`src/rtl/avmm_cfg_if.sv`:
```
// avmm_cfg_if: Avalon-MM bus between the CPU master port and the config responder
interface avmm_cfg_if;
  logic [7:0] avs_address;
  logic       avs_read;
  logic       avs_write;
  logic [7:0] avs_writedata;
  logic       avs_waitrequest;
  logic [7:0] avs_readdata;
  logic       avs_readdatavalid;
  modport master (
    output avs_address, avs_read, avs_write, avs_writedata,
    input  avs_waitrequest, avs_readdata, avs_readdatavalid
  );
  modport slave (
    input  avs_address, avs_read, avs_write, avs_writedata,
    output avs_waitrequest, avs_readdata, avs_readdatavalid
  );
endinterface

```
`src/rtl/avmm_cfg_responder.sv`:
```
// avmm_cfg_responder: Avalon-MM control/status register block with wait states and pipelined reads
module avmm_cfg_responder #(
  parameter int         NUM_REGS    = 16,
  parameter int         WAIT_STATES = 1,
  parameter int         RD_LATENCY  = 2,
  parameter logic [7:0] BLOCK_ID    = 8'hA5
) (
  input  logic                  clk,
  input  logic                  reset,
  avmm_cfg_if.slave             avs,
  output logic [NUM_REGS*8-1:0] ctrl_regs,
  output logic [NUM_REGS-1:0]   ctrl_wr_strobe,
  input  logic [7:0]            stat_live_in,
  input  logic [7:0]            stat_event_in,
  output logic                  irq
);
  localparam int AW = $clog2(NUM_REGS);
  logic [2:0] wcnt;
  logic [NUM_REGS-1:0][7:0] regs;
  logic [7:0] sticky, mask, err, rd_data, w1c;
  logic req, acc, rd_acc, wr_acc, is_ctrl, rd_ok, wr_ok, err_inc, err_clr;
  logic [AW-1:0] idx;
  logic [RD_LATENCY-1:0] pv;
  logic [RD_LATENCY-1:0][7:0] pd;
  assign req = avs.avs_read | avs.avs_write;
  assign avs.avs_waitrequest = reset | (req & (wcnt != 3'(WAIT_STATES)));
  assign acc = req & ~avs.avs_waitrequest;
  assign rd_acc = acc & avs.avs_read;
  // read+write together is a read; the write half is dropped
  assign wr_acc = acc & avs.avs_write & ~avs.avs_read;
  assign idx = avs.avs_address[AW-1:0];
  assign is_ctrl = avs.avs_address != 8'h00 && avs.avs_address < 8'(NUM_REGS);
  assign wr_ok = is_ctrl | (avs.avs_address inside {8'hF0, 8'hF2, 8'hF3});
  assign rd_ok = wr_ok | (avs.avs_address inside {8'h00, 8'hF1});
  assign rd_data = avs.avs_address == 8'h00 ? BLOCK_ID
                 : is_ctrl                  ? regs[idx]
                 : avs.avs_address == 8'hF0 ? sticky
                 : avs.avs_address == 8'hF1 ? stat_live_in
                 : avs.avs_address == 8'hF2 ? err
                 : avs.avs_address == 8'hF3 ? mask
                 : 8'h00;
  assign err_inc = (rd_acc & (~rd_ok | avs.avs_write)) | (wr_acc & ~wr_ok);
  assign err_clr = wr_acc & avs.avs_address == 8'hF2;
  assign w1c = wr_acc && avs.avs_address == 8'hF0 ? avs.avs_writedata : 8'h00;
  always_ff @(posedge clk) begin
    if (reset) begin
      wcnt           <= 3'd0;
      regs           <= '0;
      sticky         <= 8'h00;
      mask           <= 8'h00;
      err            <= 8'h00;
      irq            <= 1'b0;
      ctrl_wr_strobe <= '0;
      pv             <= '0;
      pd             <= '0;
    end else begin
      wcnt <= req && avs.avs_waitrequest ? wcnt + 3'd1 : 3'd0;
      if (wr_acc && is_ctrl) regs[idx] <= avs.avs_writedata;
      if (wr_acc && avs.avs_address == 8'hF3) mask <= avs.avs_writedata;
      sticky <= (sticky & ~w1c) | stat_event_in;
      err <= err_clr ? 8'h00 : err_inc && err != 8'hFF ? err + 8'd1 : err;
      irq <= |(sticky & mask);
      ctrl_wr_strobe <= wr_acc && is_ctrl ? NUM_REGS'(1) << idx : '0;
      pv[0] <= rd_acc;
      pd[0] <= rd_acc ? rd_data : 8'h00;
      for (int i = 1; i < RD_LATENCY; i++) begin
        pv[i] <= pv[i-1];
        pd[i] <= pd[i-1];
      end
    end
  end
  assign ctrl_regs = regs;
  assign avs.avs_readdatavalid = pv[RD_LATENCY-1];
  assign avs.avs_readdata = pd[RD_LATENCY-1];
endmodule
```
`src/flat_wrapper.sv`:
```
// flat-port wrapper written by rule: the top's interface ports become plain ports
module avmm_cfg_responder_flat 
#(
  parameter int         NUM_REGS    = 16,
  parameter int         WAIT_STATES = 1,
  parameter int         RD_LATENCY  = 2,
  parameter logic [7:0] BLOCK_ID    = 8'hA5
)
  (clk, reset, ctrl_regs, ctrl_wr_strobe, stat_live_in, stat_event_in, irq, avs_avs_address, avs_avs_read, avs_avs_write, avs_avs_writedata, avs_avs_waitrequest, avs_avs_readdata, avs_avs_readdatavalid);
  avmm_cfg_if avs_i ();
  input  logic clk;
  input  logic reset;
  output logic [NUM_REGS*8-1:0] ctrl_regs;
  output logic [NUM_REGS-1:0] ctrl_wr_strobe;
  input  logic [7:0] stat_live_in;
  input  logic [7:0] stat_event_in;
  output logic irq;
  input wire logic [$bits(avs_i.avs_address)-1:0] avs_avs_address;
  input wire logic [$bits(avs_i.avs_read)-1:0] avs_avs_read;
  input wire logic [$bits(avs_i.avs_write)-1:0] avs_avs_write;
  input wire logic [$bits(avs_i.avs_writedata)-1:0] avs_avs_writedata;
  output wire logic [$bits(avs_i.avs_waitrequest)-1:0] avs_avs_waitrequest;
  output wire logic [$bits(avs_i.avs_readdata)-1:0] avs_avs_readdata;
  output wire logic [$bits(avs_i.avs_readdatavalid)-1:0] avs_avs_readdatavalid;
  assign avs_i.avs_address = avs_avs_address;
  assign avs_i.avs_read = avs_avs_read;
  assign avs_i.avs_write = avs_avs_write;
  assign avs_i.avs_writedata = avs_avs_writedata;
  assign avs_avs_waitrequest = avs_i.avs_waitrequest;
  assign avs_avs_readdata = avs_i.avs_readdata;
  assign avs_avs_readdatavalid = avs_i.avs_readdatavalid;
  avmm_cfg_responder #(.NUM_REGS(NUM_REGS), .WAIT_STATES(WAIT_STATES), .RD_LATENCY(RD_LATENCY), .BLOCK_ID(BLOCK_ID)) u_core (.clk(clk), .reset(reset), .avs(avs_i), .ctrl_regs(ctrl_regs), .ctrl_wr_strobe(ctrl_wr_strobe), .stat_live_in(stat_live_in), .stat_event_in(stat_event_in), .irq(irq));
endmodule
```
`config.mk`:
```
export PLATFORM = sky130hd
export DESIGN_NAME = avmm_cfg_responder_flat
export DESIGN_NICKNAME = d
export VERILOG_FILES = /design/src/rtl/avmm_cfg_if.sv /design/src/rtl/avmm_cfg_responder.sv /design/src/flat_wrapper.sv
export SDC_FILE = /design/constraint.sdc
export NUM_CORES = 1
export LEC_CHECK = 0
export ABC_CLOCK_PERIOD_IN_PS = 5000
export CAP_MARGIN = 30
export CORE_ASPECT_RATIO = 1.4
export CORE_MARGIN = 2
export CORE_UTILIZATION = 45
export CTS_CLUSTER_SIZE = 10
export DETAILED_ROUTE_END_ITERATION = 8
export GPL_ROUTABILITY_DRIVEN = 0
export GPL_TIMING_DRIVEN = 0
export PLACE_DENSITY = 0.73
export SETUP_SLACK_MARGIN = 0.15
export SLEW_MARGIN = 40
export SYNTH_ARGS = -nofsm -noshare
export SYNTH_HDL_FRONTEND = slang
export SYNTH_SLANG_ARGS = --single-unit
```
`constraint.sdc`:
```
create_clock -name clk -period 5 [get_ports clk]
set_input_delay 0.75 -clock clk [delete_from_list [all_inputs] [get_ports clk]]
set_output_delay 0.75 -clock clk [all_outputs]
set_load 0.01 [all_outputs]
```
==> results.cfg, run 1 <==
[outcome]
outcome = complete, no violations

[die]
die_area_um2 = 18840
placement_rows = 57
floorplan.die.height_um = 161.6
ios = 191
core_area_um2 = 17400
initial_core_util_pct = 45.89
dieWidth_um = 116.6

[setup_path]
crit_path_cell_trace = clkbuf_1 -> clkbuf_1 -> clkbuf_1 -> o21bai_1 -> clkdlybuf4s50_1
worst_path_largest_cell_delay_ps = 690
worstPathMaxFanout = 10
required_ps = 4250
critical_path_class = input pin to output port
worst_path_most_repeated_cell = sky130_fd_sc_hd__clkbuf_1
arrival_ps = 2930
worstSetupEndpointType = output port
slowest_library_cell_on_the_worst_path = sky130_fd_sc_hd__clkbuf_1
critPathLaunchType = input pin

[synthesis]
yosys.area_share.xor_xnor_pct = 0
async_flop_share_pct = 0
synth_edf_count = 0
postSynthAreaPerCell_um2 = 9.014
netlist_area_um2 = 7986
synth_simple_gate_area_share_pct = 16.06
yosys_warnings = 0
muxShareOfSynthArea_pct = 15.20
main_combinational_cell_family_by_area_after_synthesis = simple AND/OR/NAND/NOR gates
synth_flop_cell = sky130_fd_sc_hd__dfxtp_1
synth_compound_gate_area_share_pct = 15.78
ys_ff_latch = 190
seq_area_frac_synth_pct = 47.63
synthesis.instances = 886
synthAdderAreaFrac_pct = 0.4700
synth_nets = 925
yosys.cell_types.count = 40

[timing]
final_period_utilization_pct = 73.59
timing_max_transition_violations_final = 0
rsz0062_at_grt = no
tns_ps = 0
achievable-frequency_ghz = 0.2718
finalHoldViolations = 0
final_count_of_negative_setup_slack_endpoints = 0
finalWorstPathRequiredPeriod_ps = 3680
max-slew-margin-rel_pct = 42.11
final.setup_skew_ps = 7.022
max_slew.worst_pin.slew_ps = 863.1

[global_routing]
grt_pass1_vias = 7268
antenna_found_initial = 0
grt_first_pass_wirelength_um = 42730
grt_start_max_net_pins = 17
global_route.usage.total_pct = 30.67
globalRouteOverflowTotal = 0

[cells_and_area]
layout-drive-gt1-share_pct = 8.204
post-route-util_pct = 61.37
num-nets-final = 1123
syn2layout_area_growth_pct = 33.73
antenna-diode-count = 0

[clock_tree]
clk_pin_slew_worst_paths_ps = 70
cts_tree = built
level_count_of_the_clock_h_tree = 4
cts_resized = 0
cts_post_setup_buffers_inserted = 0
worst_skew_pair_later_pin_latency_ps = 440
cts.hold.buffers_added = 0
inserted_clock_buffers = 17
cts-root-to-sink-buffers = 2
clk_root_buffer_cell = sky130_fd_sc_hd__clkbuf_16
cts_sink_cnt = 190

[drt]
drt_first_iter_violations = 829
firstDrtPassIters = 6
number_of_vias_in_the_routed_layout = 7869
route.antenna.remaining_nets = 0
post_drt_via_cell_ratio = 5.903
totalWireLength_um = 28910
routed_wire_length_per_instance_um = 21.68
post-route-drc-count = 0

[power]
power.static_leakage_nw = 3.763
power_per_cell_area_nw_per_um2 = 289.4
peakVddDrop_mv = 0.2164

[place]
port_buffers = 179
sum_of_net_half_perimeters_after_detailed_placement_um = 20970

[min_path]
timing.hold.worst.class = flop to flop

[job]
count_of_maximum_capacitance_violations = 0
layout by cell type, fill, tap and decap left out, types with 2 or more instances in the layout:
master,instances
sky130_fd_sc_hd__nor4_4,2
sky130_fd_sc_hd__a21oi_1,117
sky130_fd_sc_hd__buf_2,8
sky130_fd_sc_hd__bufinv_16,2
sky130_fd_sc_hd__or4_1,2
sky130_fd_sc_hd__clkbuf_8,2
sky130_fd_sc_hd__dfxtp_1,190
sky130_fd_sc_hd__clkinv_2,4
sky130_fd_sc_hd__o211ai_1,6
sky130_fd_sc_hd__and3_1,11
sky130_fd_sc_hd__nand3_1,32
sky130_fd_sc_hd__buf_4,9
sky130_fd_sc_hd__inv_6,2
sky130_fd_sc_hd__nand4_1,4
sky130_fd_sc_hd__buf_1,5
sky130_fd_sc_hd__o22ai_1,3
sky130_fd_sc_hd__clkbuf_16,17
sky130_fd_sc_hd__clkdlybuf4s50_1,179
sky130_fd_sc_hd__mux2i_1,47
sky130_fd_sc_hd__clkbuf_1,58
sky130_fd_sc_hd__nor2_1,64
sky130_fd_sc_hd__ha_1,3
sky130_fd_sc_hd__inv_1,10
sky130_fd_sc_hd__o21ai_0,83
sky130_fd_sc_hd__mux2_2,6
sky130_fd_sc_hd__nor2b_1,24
sky130_fd_sc_hd__clkinvlp_4,3
sky130_fd_sc_hd__nand2_1,129
sky130_fd_sc_hd__a22oi_1,17
sky130_fd_sc_hd__nor4_1,2
sky130_fd_sc_hd__nand2b_1,7
sky130_fd_sc_hd__mux4_2,30
sky130_fd_sc_hd__clkinv_4,2
sky130_fd_sc_hd__a22o_1,2
worst max-delay path, delay by kind of cell:
family | cells | cell delay (ps)
compound gates | 1 | 230
buf+inv | 4 | 1950
final timing paths:
check | start | endpoint | slack [ps] | depth (start not counted)
hold reg to reg | u_core.pd[5]$_SDFF_PP0_ | u_core.avs.avs_readdata[5]$_SDFF_PP0_ | 430 | 1
hold / removal | u_core.pd[5]$_SDFF_PP0_ | u_core.avs.avs_readdata[5]$_SDFF_PP0_ | 430 | 1
setup reg to reg | u_core.wcnt[0]$_SDFF_PP0_ | u_core.ctrl_regs[10]$_SDFFE_PP0P_ | 2180 | 7
setup / recovery | reset | avs_avs_waitrequest | 1320 | 5
through the flow:
step,cells,instance area (um2),total power [mW],hold WS (ps),setup WS (ps)
2_1_floorplan,886,7986,1.666,413.8,2474
3_3_place_gp,1301,10070,1.745,417.9,1257
6_report,1333,10680,3.091,434.9,1320
5_1_grt,1333,10680,3.156,455.4,1248
4_1_cts,1333,10670,3.084,436.9,1365
3_5_place_dp,1301,10080,1.747,421.2,1237
kinds of logic after synthesis:
group                      Yosys count
and+or+nand+nor                    284
buffers and inverters               91
AOI/OAI and AO/OA                  234
DFF                                190
muxes                               83
other                                1
adders and majority gates            3
area by class of cell:
| class | count | area (um2) |
|---|---|---|
| Buffer | 81 | 349.1 |
| Clock buffer | 19 | 452.9 |
| Clock inverter | 13 | 137.6 |
| Fill cell | 1571 | 6721 |
| Inverter | 10 | 37.54 |
| Multi-Input combinational cell | 605 | 3812 |
| Sequential cell | 190 | 3804 |
| Tap cell | 236 | 295.3 |
| Timing Repair Buffer | 179 | 1792 |
metal layers:
layer	vias up	routed length, um	GRT usage [%]
met4	0	1631	15.78
met3	94	2598	6.754
met1	3778	10350	36.34
met2	508	14320	51.56
met5	-	0	0
li1	3489	-	-
cells in the mapped netlist, types with 6 or more instances:
cell,number,area share [%]
sky130_fd_sc_hd__a21oi_1,117,7.3
sky130_fd_sc_hd__a22oi_1,17,1.6
sky130_fd_sc_hd__and3_1,11,0.86
sky130_fd_sc_hd__buf_2,8,0.50
sky130_fd_sc_hd__buf_4,9,0.85
sky130_fd_sc_hd__clkbuf_1,59,2.8
sky130_fd_sc_hd__dfxtp_1,190,48
sky130_fd_sc_hd__inv_1,10,0.47
sky130_fd_sc_hd__mux2_2,6,0.85
sky130_fd_sc_hd__mux2i_1,47,5.9
sky130_fd_sc_hd__mux4_2,30,8.5
sky130_fd_sc_hd__nand2_1,129,6.1
sky130_fd_sc_hd__nand2b_1,7,0.55
sky130_fd_sc_hd__nand3_1,32,2.0
sky130_fd_sc_hd__nor2_1,64,3.0
sky130_fd_sc_hd__nor2b_1,24,1.9
sky130_fd_sc_hd__o211ai_1,6,0.56
sky130_fd_sc_hd__o21ai_0,83,5.2
state kept, by name, indices dropped and copies added (netlist names):
signal and count:
u_core.pv 2, u_core.ctrl_wr_strobe 16, u_core.avs.avs_readdata 8, u_core.mask 8
u_core.ctrl_regs 128, u_core.wcnt 3, u_core.sticky 8, u_core.irq 1
u_core.pd 8, u_core.err 8
where the power goes:
group | switching, mW | internal, mW
combinational | 0.130 | 0.0593
clock | 0.608 | 0.764
sequential | 0.00830 | 1.52
No activity file was read; power rests on OpenSTA's default activity.
==> inputs of run 2 (changes only) <==
- ABC_CLOCK_PERIOD_IN_PS: 5000 -> 3100
- PLACE_DENSITY: 0.73 -> 0.76
- clock period: 5 -> 3.1 ns (I/O delays scaled with it)
==> results.cfg, run 2 (synthesized netlist as in run 1, its figures left out) <==
[die]
dieWidth_um = 116.6
die_area_um2 = 18840
floorplan.die.height_um = 161.6
core_area_um2 = 17400
initial_core_util_pct = 45.89
placement_rows = 57
ios = 191

[clock_tree]
inserted_clock_buffers = 17
cts_sink_cnt = 190
clk_pin_slew_worst_paths_ps = 70
clk_root_buffer_cell = sky130_fd_sc_hd__clkbuf_16
level_count_of_the_clock_h_tree = 4
cts_tree = built
cts.hold.buffers_added = 0
cts-root-to-sink-buffers = 2
worst_skew_pair_later_pin_latency_ps = 440

[timing]
max-slew-margin-rel_pct = 46.95
final_count_of_negative_setup_slack_endpoints = 0
finalHoldViolations = 0
rsz0062_at_grt = yes
timing_max_transition_violations_final = 0
final.setup_skew_ps = 7.697
tns_ps = 0
finalWorstPathRequiredPeriod_ps = 2869
final_period_utilization_pct = 92.55
achievable-frequency_ghz = 0.3486
max_slew.worst_pin.slew_ps = 795.8

[drt]
firstDrtPassIters = 5
post_drt_via_cell_ratio = 5.875
routed_wire_length_per_instance_um = 21.47
post-route-drc-count = 0
totalWireLength_um = 28670
number_of_vias_in_the_routed_layout = 7843
route.antenna.remaining_nets = 0
drt_first_iter_violations = 788

[global_routing]
grt_pass1_vias = 7368
grt_first_pass_wirelength_um = 42290
global_route.usage.total_pct = 30.29
grt.met2_usage_pct = 48.84
use_met1_pct = 35.38
globalRouteOverflowTotal = 0
antenna_found_initial = 0
grt_start_max_net_pins = 17
met3_usage_pct = 6.679
global_route.peak_usage_layer = met2

[setup_path]
critical_path_class = input pin to flop
worstPathMaxFanout = 10
arrival_ps = 3240
critPathLaunchType = input pin
worstSetupEndpointType = flop
required_ps = 3470

[outcome]
outcome = complete, no violations

[job]
count_of_maximum_capacitance_violations = 0

[cells_and_area]
num-nets-final = 1125
largest_register_ff_count = 128
antenna-diode-count = 0
syn2layout_area_growth_pct = 33.87
num-fill-cells = 1509
finish.instance_area_um2 = 10690
layout-drive-gt1-share_pct = 8.735
layout.cells.most_common = sky130_fd_sc_hd__dfxtp_1
layout.cells.most_common_list = sky130_fd_sc_hd__dfxtp_1, sky130_fd_sc_hd__clkdlybuf4s50_1, sky130_fd_sc_hd__nand2_1

[power]
peakVddDrop_mv = 0.3513
power_per_cell_area_nw_per_um2 = 460.9
power.static_leakage_nw = 3.775

[place]
sum_of_net_half_perimeters_after_detailed_placement_um = 20820
port_buffers = 179
postPlaceCellArea_um2 = 10080

[min_path]
timing.hold.worst.class = flop to flop
-- run 2: final timing paths --
kind / startpoint / endpoint / slack, ps / depth (start not counted)
setup / recovery: avs_avs_address[5] / u_core.ctrl_regs[108]$_SDFFE_PP0P_ / 230 / 6
hold / removal: u_core.pd[0]$_SDFF_PP0_ / u_core.avs.avs_readdata[0]$_SDFF_PP0_ / 440 / 1
hold reg to reg: u_core.pd[0]$_SDFF_PP0_ / u_core.avs.avs_readdata[0]$_SDFF_PP0_ / 440 / 1
setup reg to reg: u_core.wcnt[0]$_SDFF_PP0_ / u_core.ctrl_regs[108]$_SDFFE_PP0P_ / 290 / 6
-- run 2: layout make-up --
cell class                 instances  area (um2)  area share (%)
inverter                          10       37.54          0.3511
clock inverter                    14       143.9           1.346
buffer                            81       355.3           3.324
timing repair buffer             181        1807           16.90
multi-input combinational        605        3820           35.73
sequential                       190        3804           35.58
tap                              236       295.3           2.762
clock buffer                      18       429.2           4.014
-- run 2: per-stage QoR --
step                utilization, %  setup slack [ps]  cells  total power [mW]  hold WS, ps
floorplan                        -             859.0    886             2.687        413.8
global placement             57.89            -322.5   1301             2.813        419.5
detailed placement           57.94            -330.9   1301             2.815        422.0
CTS                          61.33             153.0   1335             4.928        437.7
global route                 61.44             131.7   1335             5.043        457.7
finish                       61.44             231.0   1335             4.927        435.5
-- run 2: layer usage --
layer | wire length [um] | vias to the layer above | part of all wire [%]
li1 | - | 3501 | -
met1 | 9849 | 3704 | 34
met2 | 13870 | 505 | 48
met3 | 2933 | 133 | 10
met4 | 2010 | 0 | 7.0
met5 | 0 | - | 0
-- run 2: report_power, final --
group	leakage [nW]	switching [mW]	internal, mW
sequential	1.53	0.0139	2.45
combinational	1.96	0.209	0.0965
clock	0.280	0.966	1.19
-- run 2: timing repair --
action	4_1_cts	5_1_grt
buffers inserted	2	0
pin swaps	2	0
resized for setup	2	4
endpoints found under the setup margin	13	5
-- run 2: critical path, cell delays in order --
cell	delay, ps
sky130_fd_sc_hd__clkdlybuf4s50_1	460
sky130_fd_sc_hd__nor4_2	570
sky130_fd_sc_hd__nand4_1	670
sky130_fd_sc_hd__nor2_1	770
sky130_fd_sc_hd__nand2_1	130
sky130_fd_sc_hd__a21oi_1	160
